### config.mk
export PLATFORM = sky130hd
export DESIGN_NAME = exu_lsu
export DESIGN_NICKNAME = d
export VERILOG_FILES = /design/src/rtl/exu_lsu_pkg.sv /design/src/rtl/exu_lsu_align.sv /design/src/rtl/exu_lsu.sv
export SDC_FILE = /design/constraint.sdc
export NUM_CORES = 1
export LEC_CHECK = 0
export CAP_MARGIN = 20
export CORE_UTILIZATION = 35
export CTS_BUF_LIST = sky130_fd_sc_hd__clkbuf_4 sky130_fd_sc_hd__clkbuf_8 sky130_fd_sc_hd__clkbuf_16
export CTS_CLUSTER_SIZE = 40
export DETAILED_ROUTE_END_ITERATION = 16
export GPL_TIMING_DRIVEN = 0
export PLACE_DENSITY = 0.65
export REMOVE_ABC_BUFFERS = 1
export SYNTH_ARGS = -nofsm -noshare
export SYNTH_HDL_FRONTEND = slang
export SYNTH_SLANG_ARGS = --single-unit
export TNS_END_PERCENT = 20
### constraint.sdc
create_clock -name clk -period 2 [get_ports clk]
set_clock_uncertainty 0.05 [all_clocks]
set_input_delay 0.4 -clock clk [delete_from_list [all_inputs] [get_ports clk]]
set_output_delay 0.4 -clock clk [all_outputs]
set_load 0.01 [all_outputs]
### src/rtl/exu_lsu_pkg.sv
// Shared types and constants for the execute-stage load/store unit.
package exu_lsu_pkg;

  // Architectural data width.
  localparam int unsigned IsaWidth = 32;

  // Access size as carried on ls_size.
  typedef enum logic [1:0] {
    LsB = 2'd0,
    LsH = 2'd1,
    LsW = 2'd2,
    LsX = 2'd3
  } ls_size_e;

  // Operation sequencing.
  typedef enum logic [1:0] {
    StIdle = 2'd0,
    StReq  = 2'd1,
    StResp = 2'd2,
    StDone = 2'd3
  } lsu_state_e;

endpackage

### src/rtl/exu_lsu_align.sv
// Byte-lane alignment: store mask/data generation and load shift/extension.
module exu_lsu_align
  import exu_lsu_pkg::*;
(
  input  logic [1:0]          i_size,
  input  logic                i_unsigned,
  input  logic [1:0]          i_addr_lo,
  input  logic [IsaWidth-1:0] i_wdata,
  input  logic [IsaWidth-1:0] i_rdata,
  output logic [3:0]          o_wmask,
  output logic [IsaWidth-1:0] o_wdata,
  output logic [IsaWidth-1:0] o_rdata
);

  logic [4:0]          w_shamt;
  logic [IsaWidth-1:0] w_rshift;

  assign w_shamt = {i_addr_lo, 3'b000};

  // Lane shift both directions, then pick mask and extension by size.
  always_comb begin
    o_wdata  = i_wdata << w_shamt;
    w_rshift = i_rdata >> w_shamt;
    o_wmask  = 4'b0000;
    o_rdata  = '0;
    case (i_size)
      LsB: begin
        o_wmask = 4'b0001 << i_addr_lo;
        o_rdata = {{24{~i_unsigned & w_rshift[7]}}, w_rshift[7:0]};
      end
      LsH: begin
        o_wmask = 4'b0011 << i_addr_lo;
        o_rdata = {{16{~i_unsigned & w_rshift[15]}}, w_rshift[15:0]};
      end
      LsW: begin
        o_wmask = 4'b1111;
        o_rdata = w_rshift;
      end
      default: begin
        o_wmask = 4'b0000;
        o_rdata = '0;
      end
    endcase
  end

endmodule

### src/rtl/exu_lsu.sv
// Execute-stage load/store unit: request/response sequencing, input latches and timeout.
module exu_lsu
  import exu_lsu_pkg::*;
#(
  parameter int unsigned TIMEOUT = 255
) (
  input  logic                clk,
  input  logic                rst,
  input  logic                lsu_valid,
  output logic                lsu_ready,
  input  logic                ls_load,
  input  logic                ls_store,
  input  logic [1:0]          ls_size,
  input  logic                ls_unsigned,
  input  logic [IsaWidth-1:0] addr,
  input  logic [IsaWidth-1:0] src2,
  output logic [IsaWidth-1:0] mem_r,
  output logic                lsu_done,
  output logic                lsu_err,
  output logic                mem_req_valid,
  input  logic                mem_req_ready,
  output logic [IsaWidth-1:0] mem_addr,
  output logic                mem_wen,
  output logic [3:0]          mem_wmask,
  output logic [IsaWidth-1:0] mem_wdata,
  input  logic                mem_resp_valid,
  input  logic [IsaWidth-1:0] mem_rdata
);

  // Counter value seen in the last REQ/RESP cycle before the operation aborts.
  localparam logic [7:0] TimeoutLast = 8'(TIMEOUT - 1);

  lsu_state_e          r_state, w_state_next;
  logic                w_set_err;
  logic                r_err;
  logic                r_load;
  logic                r_wen;
  logic [1:0]          r_size;
  logic                r_unsigned;
  logic [IsaWidth-1:0] r_addr;
  logic [IsaWidth-1:0] r_src2;
  logic [IsaWidth-1:0] r_mem_r;
  logic [7:0]          r_cnt;

  logic                w_accept;
  logic                w_illegal;
  logic                w_misalign;
  logic                w_bad;
  logic                w_timeout;
  logic [3:0]          w_wmask;
  logic [IsaWidth-1:0] w_wdata;
  logic [IsaWidth-1:0] w_load_data;

  assign w_accept   = (r_state == StIdle) && lsu_valid;
  assign w_illegal  = (ls_load == ls_store) || (ls_size == LsX);
  assign w_misalign = ((ls_size == LsH) && addr[0]) ||
                      ((ls_size == LsW) && (addr[1:0] != 2'b00));
  assign w_bad      = w_illegal || w_misalign;
  assign w_timeout  = (r_cnt == TimeoutLast);

  exu_lsu_align u_align (
    .i_size     (r_size),
    .i_unsigned (r_unsigned),
    .i_addr_lo  (r_addr[1:0]),
    .i_wdata    (r_src2),
    .i_rdata    (mem_rdata),
    .o_wmask    (w_wmask),
    .o_wdata    (w_wdata),
    .o_rdata    (w_load_data)
  );

  // Next-state logic; w_set_err flags entry into DONE as a failed operation.
  always_comb begin
    w_state_next = r_state;
    w_set_err    = 1'b0;
    unique case (r_state)
      StIdle: begin
        if (lsu_valid) begin
          if (w_bad) begin
            w_state_next = StDone;
            w_set_err    = 1'b1;
          end else begin
            w_state_next = StReq;
          end
        end
      end
      StReq: begin
        // A handshake on the final allowed cycle still aborts: no time is left for the response.
        if (w_timeout) begin
          w_state_next = StDone;
          w_set_err    = 1'b1;
        end else if (mem_req_ready) begin
          w_state_next = StResp;
        end
      end
      StResp: begin
        if (mem_resp_valid) begin
          w_state_next = StDone;
        end else if (w_timeout) begin
          w_state_next = StDone;
          w_set_err    = 1'b1;
        end
      end
      StDone: begin
        w_state_next = StIdle;
      end
      default: begin
        w_state_next = StIdle;
      end
    endcase
  end

  // State register.
  always_ff @(posedge clk or negedge rst) begin
    if (!rst) begin
      r_state <= StIdle;
    end else begin
      r_state <= w_state_next;
    end
  end

  // Error flag lives only for the DONE cycle it was set into.
  always_ff @(posedge clk or negedge rst) begin
    if (!rst) begin
      r_err <= 1'b0;
    end else begin
      r_err <= w_set_err;
    end
  end

  // Operation latches, captured on acceptance and held for the whole transaction.
  always_ff @(posedge clk or negedge rst) begin
    if (!rst) begin
      r_load     <= 1'b0;
      r_wen      <= 1'b0;
      r_size     <= 2'b00;
      r_unsigned <= 1'b0;
      r_addr     <= '0;
      r_src2     <= '0;
    end else if (w_accept) begin
      r_load     <= ls_load;
      r_wen      <= ls_store & ~w_bad;
      r_size     <= ls_size;
      r_unsigned <= ls_unsigned;
      r_addr     <= addr;
      r_src2     <= src2;
    end
  end

  // Load result: cleared on acceptance so stores and errors report zero.
  always_ff @(posedge clk or negedge rst) begin
    if (!rst) begin
      r_mem_r <= '0;
    end else if (w_accept) begin
      r_mem_r <= '0;
    end else if ((r_state == StResp) && mem_resp_valid && r_load) begin
      r_mem_r <= w_load_data;
    end
  end

  // Timeout counter; REQ is only entered from IDLE, so clearing in IDLE clears on entry.
  always_ff @(posedge clk or negedge rst) begin
    if (!rst) begin
      r_cnt <= 8'd0;
    end else if (r_state == StIdle) begin
      r_cnt <= 8'd0;
    end else if ((r_state == StReq) || (r_state == StResp)) begin
      r_cnt <= r_cnt + 8'd1;
    end
  end

  assign lsu_ready     = (r_state == StIdle);
  assign lsu_done      = (r_state == StDone);
  assign lsu_err       = r_err;
  assign mem_r         = r_mem_r;
  assign mem_req_valid = (r_state == StReq);
  assign mem_addr      = {r_addr[IsaWidth-1:2], 2'b00};
  assign mem_wen       = r_wen;
  assign mem_wmask     = r_wen ? w_wmask : 4'b0000;
  assign mem_wdata     = r_wen ? w_wdata : '0;

endmodule

==> PnR_summary.wiki <==
{| class="wikitable"
! Metric !! Value
|-
| Outcome || finished, violations left
|-
| Failing checks || negative setup slack
|-
| Static power due to leakage || about 4.2 nW
|-
| Count of buffers from port buffering || 208
|-
| Initial antenna violation count || 0
|-
| Power per Cell Area || 1430 nW/um2
|-
| Commonest cells after routing, fill and taps aside || 239 x sky130_fd_sc_hd__nand2_1, 168 x sky130_fd_sc_hd__clkdlybuf4s50_1, 108 x sky130_fd_sc_hd__dfrtp_1, 31 x sky130_fd_sc_hd__mux2i_1, 25 x sky130_fd_sc_hd__o21ai_0
|-
| Sort of element at the start of the critical path || register
|-
| Via density per instance || around 4.9
|-
| Remaining antenna violation count after routing || 0
|-
| Vertical die dimension || roughly 130 um
|-
| Routed WL || 18.2 mm
|-
| Top Ports || 211
|-
| Post-synthesis sequential element count || 112
|-
| Count of H-tree levels built during CTS || 3
|-
| NumNets Final || 979
|-
| Ys async rst share || 100%
|-
| Sink count of the clock tree || 112
|-
| Setup slack of the critical path after layout || -0.205 ns
|-
| Worst skew pair latency || 0.35 ns
|-
| Clk root buf || sky130_fd_sc_hd__clkbuf_16
|-
| Largest buffer count on any clock path || 2
|-
| Avg WL per Cell || approximately 17 um
|-
| Number of setup violations in the final report || 51
|-
| Period Utilization, post-route || 110%
|-
| Filler instances || 1,568
|-
| Placed cells || slightly above 1,000
|-
| Total GRT Usage || 21.4%
|-
| Total power after layout || 0.0127 W
|-
| Sum of net half-perimeters after detailed placement || 11.0 mm
|-
| Crit path arrival time || 1.76 ns
|-
| FMAX || about 450 MHz
|-
| Max-cap violations || 0
|-
| Commonest non-fill, non-tap cell in the layout || sky130_fd_sc_hd__nand2_1
|-
| 1st-pass router iterations || 4
|-
| Vias in the first global route || 5,459
|-
| Critical Path End Type || output pin
|-
| Min-delay src || r_addr[21]
|-
| Global-route wire length before repair || 29.3 mm
|-
| Worst setup slack after placement || -1.30 ns
|-
| Core Footprint || 16,600 um2
|-
| Number of inserted diodes || 0
|-
| Summed area of non-filler cells in the final layout || 8870 um2
|-
| TritonCTS clock tree || built
|-
| Yosys Warn Count || 0
|-
| Area growth syn-to-layout || 49.1%
|-
| Area of the die || 17,500 um2
|-
| Fraction of layout cells with a size suffix above 1 || 18.8%
|-
| Post-synthesis area per instance || between 8 and 9 um2
|-
| Critical path start-end classification || reg -> out
|-
| Remaining Overflow, GRT || 0
|-
| Post-synthesis cell area || 5950 um2
|-
| Max FO, Critical Path || 8
|-
| Worst hold path type || reg -> reg
|-
| RSZ-0062 raised after global routing || yes
|-
| Initial Utilization || between 30% and 40%
|-
| Post-synth EDFFs || 0
|-
| Cell area after placement || 7990 um2
|-
| Yosys cell types || 44
|-
| Worst endpoint required time || 1.55 ns
|-
| Maximum number of pins on one net before global-route repair || 83
|-
| Worst setup path startpoint || r_addr[0]
|-
| Dominant register cell in the synthesized netlist || sky130_fd_sc_hd__dfrtp_1
|-
| Chip Width || 132 um
|-
| Hold Violations, Final || 0
|-
| Sequential area share after synthesis || 47.1%
|-
| Max IR drop VDD || 578 uV
|-
| Drt drc || 0
|-
| Beginning of the worst register-to-register path || r_addr[0]
|-
| Final Slew Violations || 0
|-
| Final Instance Count excl. Fillers || approximately 1,100
|-
| Number of cells produced by synthesis || 676
|-
| Final critical delay including setup and external delays || 2.21 ns
|-
| Routed via count || 5,317
|-
| TritonCTS buffer count || 9
|-
| Clock transition at the registers of the reported paths || 0.07 ns
|-
| First-iteration detailed-routing DRC count || 223
|-
| Global placement routability congestion || 0.759
|-
| Total number of placement rows || 47
|}
[cells in the mapped netlist, types with 2 or more instances]
library cell,instances,area (um2)
sky130_fd_sc_hd__ha_1,8,100
sky130_fd_sc_hd__o211a_1,8,80.1
sky130_fd_sc_hd__or3_1,3,18.8
sky130_fd_sc_hd__dfrtp_1,112,2800
sky130_fd_sc_hd__and2_1,18,113
sky130_fd_sc_hd__inv_1,7,26.3
sky130_fd_sc_hd__nor3_1,4,20.0
sky130_fd_sc_hd__nand3b_1,7,52.6
sky130_fd_sc_hd__nor2_1,22,82.6
sky130_fd_sc_hd__nor2b_1,5,31.3
sky130_fd_sc_hd__buf_1,6,22.5
sky130_fd_sc_hd__mux2i_1,36,360
sky130_fd_sc_hd__o21ai_0,42,210
sky130_fd_sc_hd__a21oi_1,24,120
sky130_fd_sc_hd__nand3_1,4,20.0
sky130_fd_sc_hd__nand2b_1,4,25.0
sky130_fd_sc_hd__a221o_1,6,60.1
sky130_fd_sc_hd__nand2_1,244,916
sky130_fd_sc_hd__a221o_2,10,113
sky130_fd_sc_hd__buf_4,32,240
sky130_fd_sc_hd__mux2_2,16,180
sky130_fd_sc_hd__buf_2,6,30.0
sky130_fd_sc_hd__buf_6,3,33.8
sky130_fd_sc_hd__clkbuf_1,27,101
sky130_fd_sc_hd__o22ai_1,2,12.5
sky130_fd_sc_hd__xor2_1,2,17.5
[state kept, by name (all words and copies together), names as in the netlist]
register    count
r_size          2
lsu_err         1
r_src2         32
r_cnt           8
mem_r          32
r_load          1
r_unsigned      1
mem_wen         1
r_state         2
r_addr         32
[worst paths after layout]
path	depth (start not counted)	end	slack, ns
worst max-delay path	5	mem_wdata[26]	-0.21
worst min-delay path	2	r_addr[21]	0.42
worst max register to register	8	mem_r[24]	-0.12
worst min register to register	2	r_addr[21]	0.42
max in group asynchronous	3	r_src2[3]	0.74
min in group asynchronous	2	mem_r[21]	0.44
[layer usage]
layer | up-vias | GRT usage, % | share of wire [%]
li1 | 2586 | - | -
met1 | 2547 | 27.7 | 44
met2 | 173 | 35.5 | 47
met3 | 11 | 5.57 | 7.5
met4 | 0 | 5.62 | 0.96
met5 | - | 0 | 0
[timing repair]
| action | in CTS | in global routing |
|---|---|---|
| gates cloned | 5 | 0 |
| pin swaps | 19 | 10 |
| hold buffers | 1 | 0 |
| buffers inserted | 33 | 0 |
| hold endpoints to repair | 30 | 0 |
| resized for setup | 200 | 40 |
| setup endpoints to repair | 133 | 103 |
[cell families after synthesis]
group	Yosys count	synth area share (%)
buf+inv	81	7.63
simple gates	319	22.5
other cells	1	0.0630
compound gates	100	11.3
mux	53	9.46
flops	112	47.1
fa+ha+maj	8	1.68
xor+xnor	2	0.294
[stage by stage]
step	setup TNS, ns	hold WS (ns)	utilization, %
final	-5.78	0.424	53.5
after global placement	-695.83	0.407	47.5
after CTS	-6.30	0.427	53.1
after floorplan	-79.38	0.0544	-
after global routing	-9.05	0.447	53.5
after detailed placement	-63.80	0.256	48.2
[report_power, final]
part	switching (W)	internal (W)	leakage, nW	total, W
clock	0.000831	0.00107	0.153	0.00190
sequential	0.000802	0.00326	1.44	0.00406
combinational	0.00317	0.00352	2.62	0.00669
total	0.00481	0.00785	4.21	0.0127
[layout make-up]
type                            count  area (um2)  share of cell area [%]
Timing Repair Buffer              249        2540                    28.7
Sequential cell                   112        2820                    31.7
Clock inverter                      2        38.8                   0.437
Clock buffer                       13         268                    3.02
Multi-Input combinational cell    486        2910                    32.8
Inverter                            7        26.3                   0.296
Tap cell                          220         275                    3.10
[critical path, cell delays in order, from the launching register on]
cell	delay [ns]
sky130_fd_sc_hd__dfrtp_4	0.51
sky130_fd_sc_hd__buf_12	0.15
sky130_fd_sc_hd__buf_12	0.14
sky130_fd_sc_hd__mux2_2	0.27
sky130_fd_sc_hd__o211a_1	0.20
sky130_fd_sc_hd__buf_2	0.13
Note: power is estimated with default switching activity, not from simulation.
